--- config.mk ---
export PLATFORM = sky130hd
export DESIGN_NAME = mem_arbiter2
export DESIGN_NICKNAME = d
export VERILOG_FILES = /design/src/rtl/arb_pkg.sv /design/src/rtl/mux2.sv /design/src/rtl/mem_arbiter2.sv
export SDC_FILE = /design/constraint.sdc
export NUM_CORES = 1
export LEC_CHECK = 0
export CAP_MARGIN = 20
export CORE_AREA = 2 2 118 120
export CTS_CLUSTER_DIAMETER = 200
export DETAILED_ROUTE_END_ITERATION = 8
export DIE_AREA = 0 0 120 122
export PLACE_DENSITY = 0.67
export SLEW_MARGIN = 20
export SYNTH_ARGS = -nofsm -noshare
export SYNTH_HDL_FRONTEND = slang
export SYNTH_HIERARCHICAL = 1
export SYNTH_SLANG_ARGS = --single-unit
--- constraint.sdc ---
create_clock -name i_clk -period 1.9 [get_ports i_clk]
set_input_delay 0.38 -clock i_clk [delete_from_list [all_inputs] [get_ports i_clk]]
set_output_delay 0.38 -clock i_clk [all_outputs]
set_load 0.01 [all_outputs]
--- src/rtl/arb_pkg.sv ---
// arb_pkg: shared types and constants for the two-port memory arbiter.
//   arb_state_t  - arbiter FSM state encoding
//   GRANT_IFETCH - grant index of the instruction-fetch requester (port 0)
//   GRANT_LSU    - grant index of the load/store requester (port 1)
package arb_pkg;

    typedef enum logic [1:0] {
        IDLE     = 2'd0,
        ISSUE    = 2'd1,
        WAIT_RSP = 2'd2
    } arb_state_t;

    localparam logic GRANT_IFETCH = 1'b0;
    localparam logic GRANT_LSU    = 1'b1;

endpackage : arb_pkg

--- src/rtl/mux2.sv ---
// mux2: parameterised two-input multiplexer.
//   P_WIDTH - data width
//   i_sel   - 0 selects i_d0, 1 selects i_d1
//   i_d0    - input 0
//   i_d1    - input 1
//   o_y     - selected data
module mux2 #(
    parameter int P_WIDTH = 1
) (
    input  logic               i_sel,
    input  logic [P_WIDTH-1:0] i_d0,
    input  logic [P_WIDTH-1:0] i_d1,
    output logic [P_WIDTH-1:0] o_y
);

    assign o_y = i_sel ? i_d1 : i_d0;

endmodule : mux2

--- src/rtl/mem_arbiter2.sv ---
// mem_arbiter2: round-robin arbiter between the instruction-fetch requester
// (port 0) and the load/store requester (port 1) for one shared memory port.
// One transaction at a time: arbitrate, issue, wait for the completion.
//
// Ports:
//   i_clk, i_rst                 clock, asynchronous active-high reset
//   i_reqN_valid/addr/we/wdata   request from port N (held until ready)
//   o_reqN_ready                 request N accepted by memory this cycle
//   o_rspN_valid, o_rspN_rdata   completion pulse for port N, read data
//   o_mem_valid/addr/we/wdata    request to memory, payload of granted port
//   i_mem_ready                  memory accepts the request
//   i_mem_rsp_valid, i_mem_rdata memory completion (reads and writes)
//   o_grant                      registered grant index
//
// state    | meaning
// ---------+---------------------------------------------------------
// IDLE     | nothing in flight; arbitrate pending requests
// ISSUE    | o_mem_valid high, payload from requester o_grant
// WAIT_RSP | request accepted, waiting for i_mem_rsp_valid
module mem_arbiter2
    import arb_pkg::*;
#(
    parameter int P_ADDR_WIDTH = 32,
    parameter int P_DATA_WIDTH = 32
) (
    input  logic                    i_clk,
    input  logic                    i_rst,

    input  logic                    i_req0_valid,
    input  logic [P_ADDR_WIDTH-1:0] i_req0_addr,
    input  logic                    i_req0_we,
    input  logic [P_DATA_WIDTH-1:0] i_req0_wdata,
    output logic                    o_req0_ready,

    input  logic                    i_req1_valid,
    input  logic [P_ADDR_WIDTH-1:0] i_req1_addr,
    input  logic                    i_req1_we,
    input  logic [P_DATA_WIDTH-1:0] i_req1_wdata,
    output logic                    o_req1_ready,

    output logic                    o_rsp0_valid,
    output logic [P_DATA_WIDTH-1:0] o_rsp0_rdata,
    output logic                    o_rsp1_valid,
    output logic [P_DATA_WIDTH-1:0] o_rsp1_rdata,

    output logic                    o_mem_valid,
    input  logic                    i_mem_ready,
    output logic [P_ADDR_WIDTH-1:0] o_mem_addr,
    output logic                    o_mem_we,
    output logic [P_DATA_WIDTH-1:0] o_mem_wdata,
    input  logic                    i_mem_rsp_valid,
    input  logic [P_DATA_WIDTH-1:0] i_mem_rdata,

    output logic                    o_grant
);

    arb_state_t state, state_nxt;
    logic       grant, grant_nxt;
    logic       last_grant, last_grant_nxt;

    logic [P_ADDR_WIDTH-1:0] mux_addr;
    logic [P_DATA_WIDTH:0]   mux_we_wdata;

    // Payload steering is driven only by the registered grant, so there is
    // no path from the memory handshake inputs into the request payload.
    mux2 #(
        .P_WIDTH(P_ADDR_WIDTH)
    ) u_mux_addr (
        .i_sel (grant),
        .i_d0  (i_req0_addr),
        .i_d1  (i_req1_addr),
        .o_y   (mux_addr)
    );

    mux2 #(
        .P_WIDTH(P_DATA_WIDTH + 1)
    ) u_mux_wdata (
        .i_sel (grant),
        .i_d0  ({i_req0_we, i_req0_wdata}),
        .i_d1  ({i_req1_we, i_req1_wdata}),
        .o_y   (mux_we_wdata)
    );

    always_ff @(posedge i_clk or posedge i_rst) begin
        if (i_rst) begin
            state      <= IDLE;
            grant      <= GRANT_IFETCH;
            last_grant <= GRANT_LSU;   // port 0 wins the first conflict
        end else begin
            state      <= state_nxt;
            grant      <= grant_nxt;
            last_grant <= last_grant_nxt;
        end
    end

    always_comb begin
        state_nxt      = state;
        grant_nxt      = grant;
        last_grant_nxt = last_grant;

        o_mem_valid    = 1'b0;
        o_mem_addr     = '0;
        o_mem_we       = 1'b0;
        o_mem_wdata    = '0;
        o_req0_ready   = 1'b0;
        o_req1_ready   = 1'b0;
        o_rsp0_valid   = 1'b0;
        o_rsp1_valid   = 1'b0;

        unique case (state)
            IDLE: begin
                if (i_req0_valid && i_req1_valid) begin
                    grant_nxt = ~last_grant;
                    state_nxt = ISSUE;
                end else if (i_req0_valid) begin
                    grant_nxt = GRANT_IFETCH;
                    state_nxt = ISSUE;
                end else if (i_req1_valid) begin
                    grant_nxt = GRANT_LSU;
                    state_nxt = ISSUE;
                end
            end

            // The grant is held even if the requester drops valid here;
            // the memory port keeps seeing the request until accepted.
            ISSUE: begin
                o_mem_valid  = 1'b1;
                o_mem_addr   = mux_addr;
                o_mem_we     = mux_we_wdata[P_DATA_WIDTH];
                o_mem_wdata  = mux_we_wdata[P_DATA_WIDTH-1:0];
                o_req0_ready = i_mem_ready && (grant == GRANT_IFETCH);
                o_req1_ready = i_mem_ready && (grant == GRANT_LSU);
                if (i_mem_ready) begin
                    state_nxt = WAIT_RSP;
                end
            end

            WAIT_RSP: begin
                o_rsp0_valid = i_mem_rsp_valid && (grant == GRANT_IFETCH);
                o_rsp1_valid = i_mem_rsp_valid && (grant == GRANT_LSU);
                if (i_mem_rsp_valid) begin
                    last_grant_nxt = grant;
                    state_nxt      = IDLE;
                end
            end

            default: begin
                state_nxt = IDLE;
            end
        endcase
    end

    // Read data is broadcast; only the valid pulse identifies the owner.
    assign o_rsp0_rdata = i_mem_rdata;
    assign o_rsp1_rdata = i_mem_rdata;

    assign o_grant = grant;

endmodule : mem_arbiter2

* Word level (Yosys, flattened, before mapping)
Index checks and enable logic that the tools add are counted.
Word-level totals: register bits after elaboration 4, bits of input ports 168, output and inout bits 135, logic and storage cells 39
Cells by class: equal/unequal tests 5, mux-type cells 19, bitwise logic cells 2, reduce and logical (&&, ||, !) cells 10
Operators by type and width (count):
- two-way mux 32 bit | 3
- two-way mux 33 bit | 1
- two-way mux 2 bit | 5
- two-way mux 1 bit | 9
- case mux 2 bit (3 select lines) | 1
- logical AND 1 bit | 5
- inequality test 2 bit, second input constant | 2
- inequality test 4 bit, second input constant | 1
- AND reduction 2 bit | 2
- AND reduction 3 bit | 1
- nonzero test 3 bit | 1
- equality test 2 x 1 -> 1 bit, second input constant | 1
- equality test 2 bit, second input constant | 1
- zero test 2 bit | 1
- NOT 1 bit | 2

* Logic depth before layout (Yosys ltp)
depth in word-level cells 4, depth in mapped cells 5, gate-level depth less buffers 2

* Cells and area by module
Netlist, hierarchy kept.
Modules (own cells, without submodules):
- mem_arbiter2 | times used 1, cells an instance 157, area each 1161.1 um2, sequential area each 101.3 um2
- mux2 at u_mux_wdata | times used 1, cells an instance 37, area each 555.5 um2, sequential area each 0.0 um2
- mux2 at u_mux_addr | times used 1, cells an instance 36, area each 544.3 um2, sequential area each 0.0 um2

* Least setup slack after synthesis
OpenSTA, ideal clock, no wires.
path type flip-flop to output port, from reg grant (netlist: o_grant), to out o_mem_wdata[10], arrival 1252 ps, data required time 1520 ps, slack 268 ps, stages on the path, launching flop included 5, path buffers 2, path through dfrtp_1 -> buf_6 -> buf_12 -> mux2_4 -> and2_1
Between the ends: longest elaborated chain between the ends 2
RTL lines:
- start, declared | line mem_arbiter2.sv:58 | logic grant, grant_nxt;
- start signal, assigned | line mem_arbiter2.sv:91 | grant <= grant_nxt;
- two-way mux 33 bit | line mux2.sv:16 | assign o_y = i_sel ? i_d1 : i_d0;
- named net mux_we_wdata[10] | line mem_arbiter2.sv:62 | logic [P_DATA_WIDTH:0] mux_we_wdata;
- two-way mux 32 bit | line mem_arbiter2.sv:110 | unique case (state)
- end, declared | line mem_arbiter2.sv:50 | output logic [P_DATA_WIDTH-1:0] o_mem_wdata,
The timed path passes the listed nets, and every way through them passes these cells.

* Final worst setup path
from reg grant (netlist: o_grant), to out o_mem_addr[0]
Between the ends: longest elaborated chain between the ends 2
RTL lines:
- two-way mux 32 bit | line mux2.sv:16
- named net mux_addr[0] | line mem_arbiter2.sv:61 | logic [P_ADDR_WIDTH-1:0] mux_addr;
- two-way mux 32 bit | line mem_arbiter2.sv:110
- end, declared | line mem_arbiter2.sv:48 | output logic [P_ADDR_WIDTH-1:0] o_mem_addr,
The timed path passes the listed nets, and every way through them passes these cells.

==> flow_summary.json <==
{
  "status": "complete, but fails checks",
  "violations": "negative setup slack",
  "area_growth_pct": 100.6,
  "required_ns": 1.52,
  "cts_made_buffers": 3,
  "final-setup-viol-count": 65,
  "seqPwrFrac_pct": 3.1,
  "synth.distinct_cells": 22,
  "rrSetupSlack_ns": 0.57,
  "synth_mux_area_share_pct": 42.34,
  "path_clk_slew_ns": 0.03,
  "cellPowerDensity_nw_per_um2": 1364,
  "synth.top_cell.area_share_pct": 39.85,
  "rows": 43,
  "rsz0062_at_grt": "true",
  "fmax_mhz": 478.0,
  "slew_violations": 0,
  "reg2reg_depth": 5,
  "criticalPathCategory": "register to output port",
  "die_h_um": 122,
  "firstDrtPassIters": 2,
  "syn_avg_cell_area_um2": 9.830,
  "multiInputGateArea_um2": 1592,
  "combinationalPowerShare_pct": 91.5,
  "io_buffers": 206,
  "core-area_um2": 13500,
  "ys_ff_latch": 4,
  "seqCellArea_um2": 105.1,
  "grt_pass1_vias": 2341,
  "die_w_um": 120,
  "vias_per_cell": 3.772,
  "cp_top_family": "buffers and inverters",
  "fillers": 1389,
  "final_util_pct": 33.59,
  "synth_xor_area_share_pct": 0,
  "cp_slowest_cell": "dfrtp_4",
  "cp_max_fo": 6,
  "startpoint_type": "register",
  "timing.rr.end": "last_grant",
  "h-tree-depth": 1,
  "cts_hold_buf": 0,
  "nets": 558,
  "cp_cell_sequence": "buf_12 > buf_12 > buf_12 > mux2_4 > and2_4 > buf_6",
  "yosys.area_share.simple_pct": 20.97,
  "ys.flop_type": "dfrtp_1",
  "final.min_clock_period_ns": 2.092,
  "hold_viol": 0,
  "internal_power_uw": 4054,
  "dieArea_um2": 14640,
  "cp.depth": 6,
  "clockBufferDepth": 2,
  "dp_hpwl_um": 6032,
  "synth-compound-area-share_pct": 1.771,
  "postSynthCellCount": 230,
  "antenna_found_initial": 0,
  "synthAdderAreaFrac_pct": 0,
  "synth_top_family_by_area": "multiplexers",
  "fin_setup_tns_ns": -5.077,
  "clkSinkCount": 4,
  "synth_common_cells": "and2_1, buf_4, mux2_4",
  "netSwitchingFraction_pct": 34.45,
  "drc_errors": 0,
  "hp-class": "input port to async pin",
  "initial_core_util_pct": 16.74,
  "gr-usage-met3_pct": 3.792,
  "clk_latency_ns": 0.22,
  "drive_gt1_share_pct": 55.53,
  "cts_tree": "built",
  "crit_top_cell": "buf_12",
  "yosysSeqAreaShare_pct": 4.483,
  "layout_setup_ws_ns": -0.1919,
  "slew-limit-headroom_pct": 86.81,
  "ir_worst_vdd_mv": 0.6037,
  "cp_data_arrival_time_ns": 1.71,
  "drt-total-wl_um": 8793,
  "fin_skew_ns": 0.004061,
  "finalCritPeriodShare_pct": 110.1,
  "critPathMaxStageDelay_ns": 0.51,
  "regToRegStartpoint": "o_grant",
  "power.share.clock_pct": 5.4,
  "synth_area_um2": 2261,
  "wl_per_cell_um": 15.45,
  "worstMarginPinSlew_ns": 0.1967,
  "endpoint_kind": "output port",
  "synth_top_area_cell": "mux2_4",
  "grt_use_met2_pct": 21.95,
  "cts_root_buf": "clkbuf_16",
  "crit_start": "o_grant",
  "drt.antenna.violating_nets": 0,
  "async_flop_share_pct": 100.0,
  "use_met1_pct": 11.97,
  "crit_buf_inv": 4,
  "vias": 2146,
  "synth_area_leaders": "mux2_4, buf_4, and2_1, buf_12, dfrtp_1",
  "drt_iter0_markers": 13,
  "yosys_warnings": 6,
  "cap_violations": 0,
  "grt-ovfl-total": 0,
  "grt_pass1_wl_um": 13060,
  "diodes": 0,
  "syn-num-nets": 398,
  "grt_max_degree": 30,
  "gp_congestion": 0.7078,
  "p_leak_uw": 0.002123,
  "p_sw_uw": 2131,
  "gr-max-usage-layer": "met2",
  "ios": 303,
  "synth_enable_flop_cells": 0,
  "track_usage_pct": 11.55
}
sequential cells by signal, summed over array words and instances (netlist names):
register    cells
o_grant         1
last_grant      1
state           2
per-layer routing:
metal | up-vias | wire [um]
li1 | 1017 | -
met3 | 22 | 857
met4 | 0 | 210
met5 | - | 0
met2 | 135 | 4599
met1 | 972 | 3126
cell usage in the layout (no fill, tap or decap), types with 2 or more instances in the layout:
cell,instances
dfrtp_1,2
mux2_4,60
buf_4,8
buf_16,7
and2_1,17
clkdlybuf4s50_1,135
buf_6,55
nor3_1,2
mux2_2,5
a211oi_1,2
buf_2,17
dlygate4sd2_1,2
clkbuf_16,3
nor2_1,2
buf_12,7
and2_4,48
a22o_1,2
power groups by stage:
stage | Combinational (uW) | Clock (uW) | Sequential (uW)
2_1_floorplan | 2700 | 0 | 185
6_report | 5660 | 335 | 190
3_5_place_dp | 4210 | 0 | 185
3_3_place_gp | 4150 | 0 | 181
5_1_grt | 6010 | 353 | 196
4_1_cts | 5530 | 342 | 193
worst register-to-register path, stage by stage (launching register included):
cell,delay (ns)
dfrtp_4,0.51
buf_6,0.15
buf_16,0.14
buf_6,0.11
and4b_1,0.19
a21o_1,0.15
timing repair:
| item | in CTS | in global routing |
|---|---|---|
| buffers inserted | 12 | 2 |
| setup endpoints to repair | 70 | 68 |
| resized for setup | 336 | 59 |
| cloned | 9 | 0 |
per-stage QoR:
stage	instance area (um^2)	setup slack, ns	total power, uW	instances	hold WS [ns]
global route	4536	-0.2265	6561	569	0.3837
CTS	4449	-0.2142	6064	570	0.3491
global placement	3985	-0.1717	4333	545	0.5013
finish	4536	-0.1919	6185	569	0.3402
detailed placement	3985	-0.1923	4393	545	0.5083
floorplan	2261	0.2681	2888	230	0.1454
logic make-up after synthesis:
| group | Yosys count |
|---|---|
| buffers and inverters | 81 |
| AND/OR/NAND/NOR | 75 |
| multiplexers | 65 |
| AO/OA/AOI/OAI | 5 |
| flip-flops | 4 |
layout make-up:
type,count,share of cell area [%]
flip-flops and latches,4,2.317
repair buffers,235,55.81
multi-input cells,145,35.09
clock buffers,4,1.738
well taps,180,4.966
inverters,1,0.08276
how the worst max path moves through the flow:
stage | endpoint | slack [ns]
after floorplan | o_mem_wdata[10] | 0.27
after global placement | o_mem_addr[29] | -0.17
after detailed placement | o_mem_addr[29] | -0.19
after CTS | o_mem_wdata[24] | -0.21
after global routing | o_mem_wdata[20] | -0.23
final | o_mem_addr[0] | -0.19
Power figures use the tool's default switching activity.
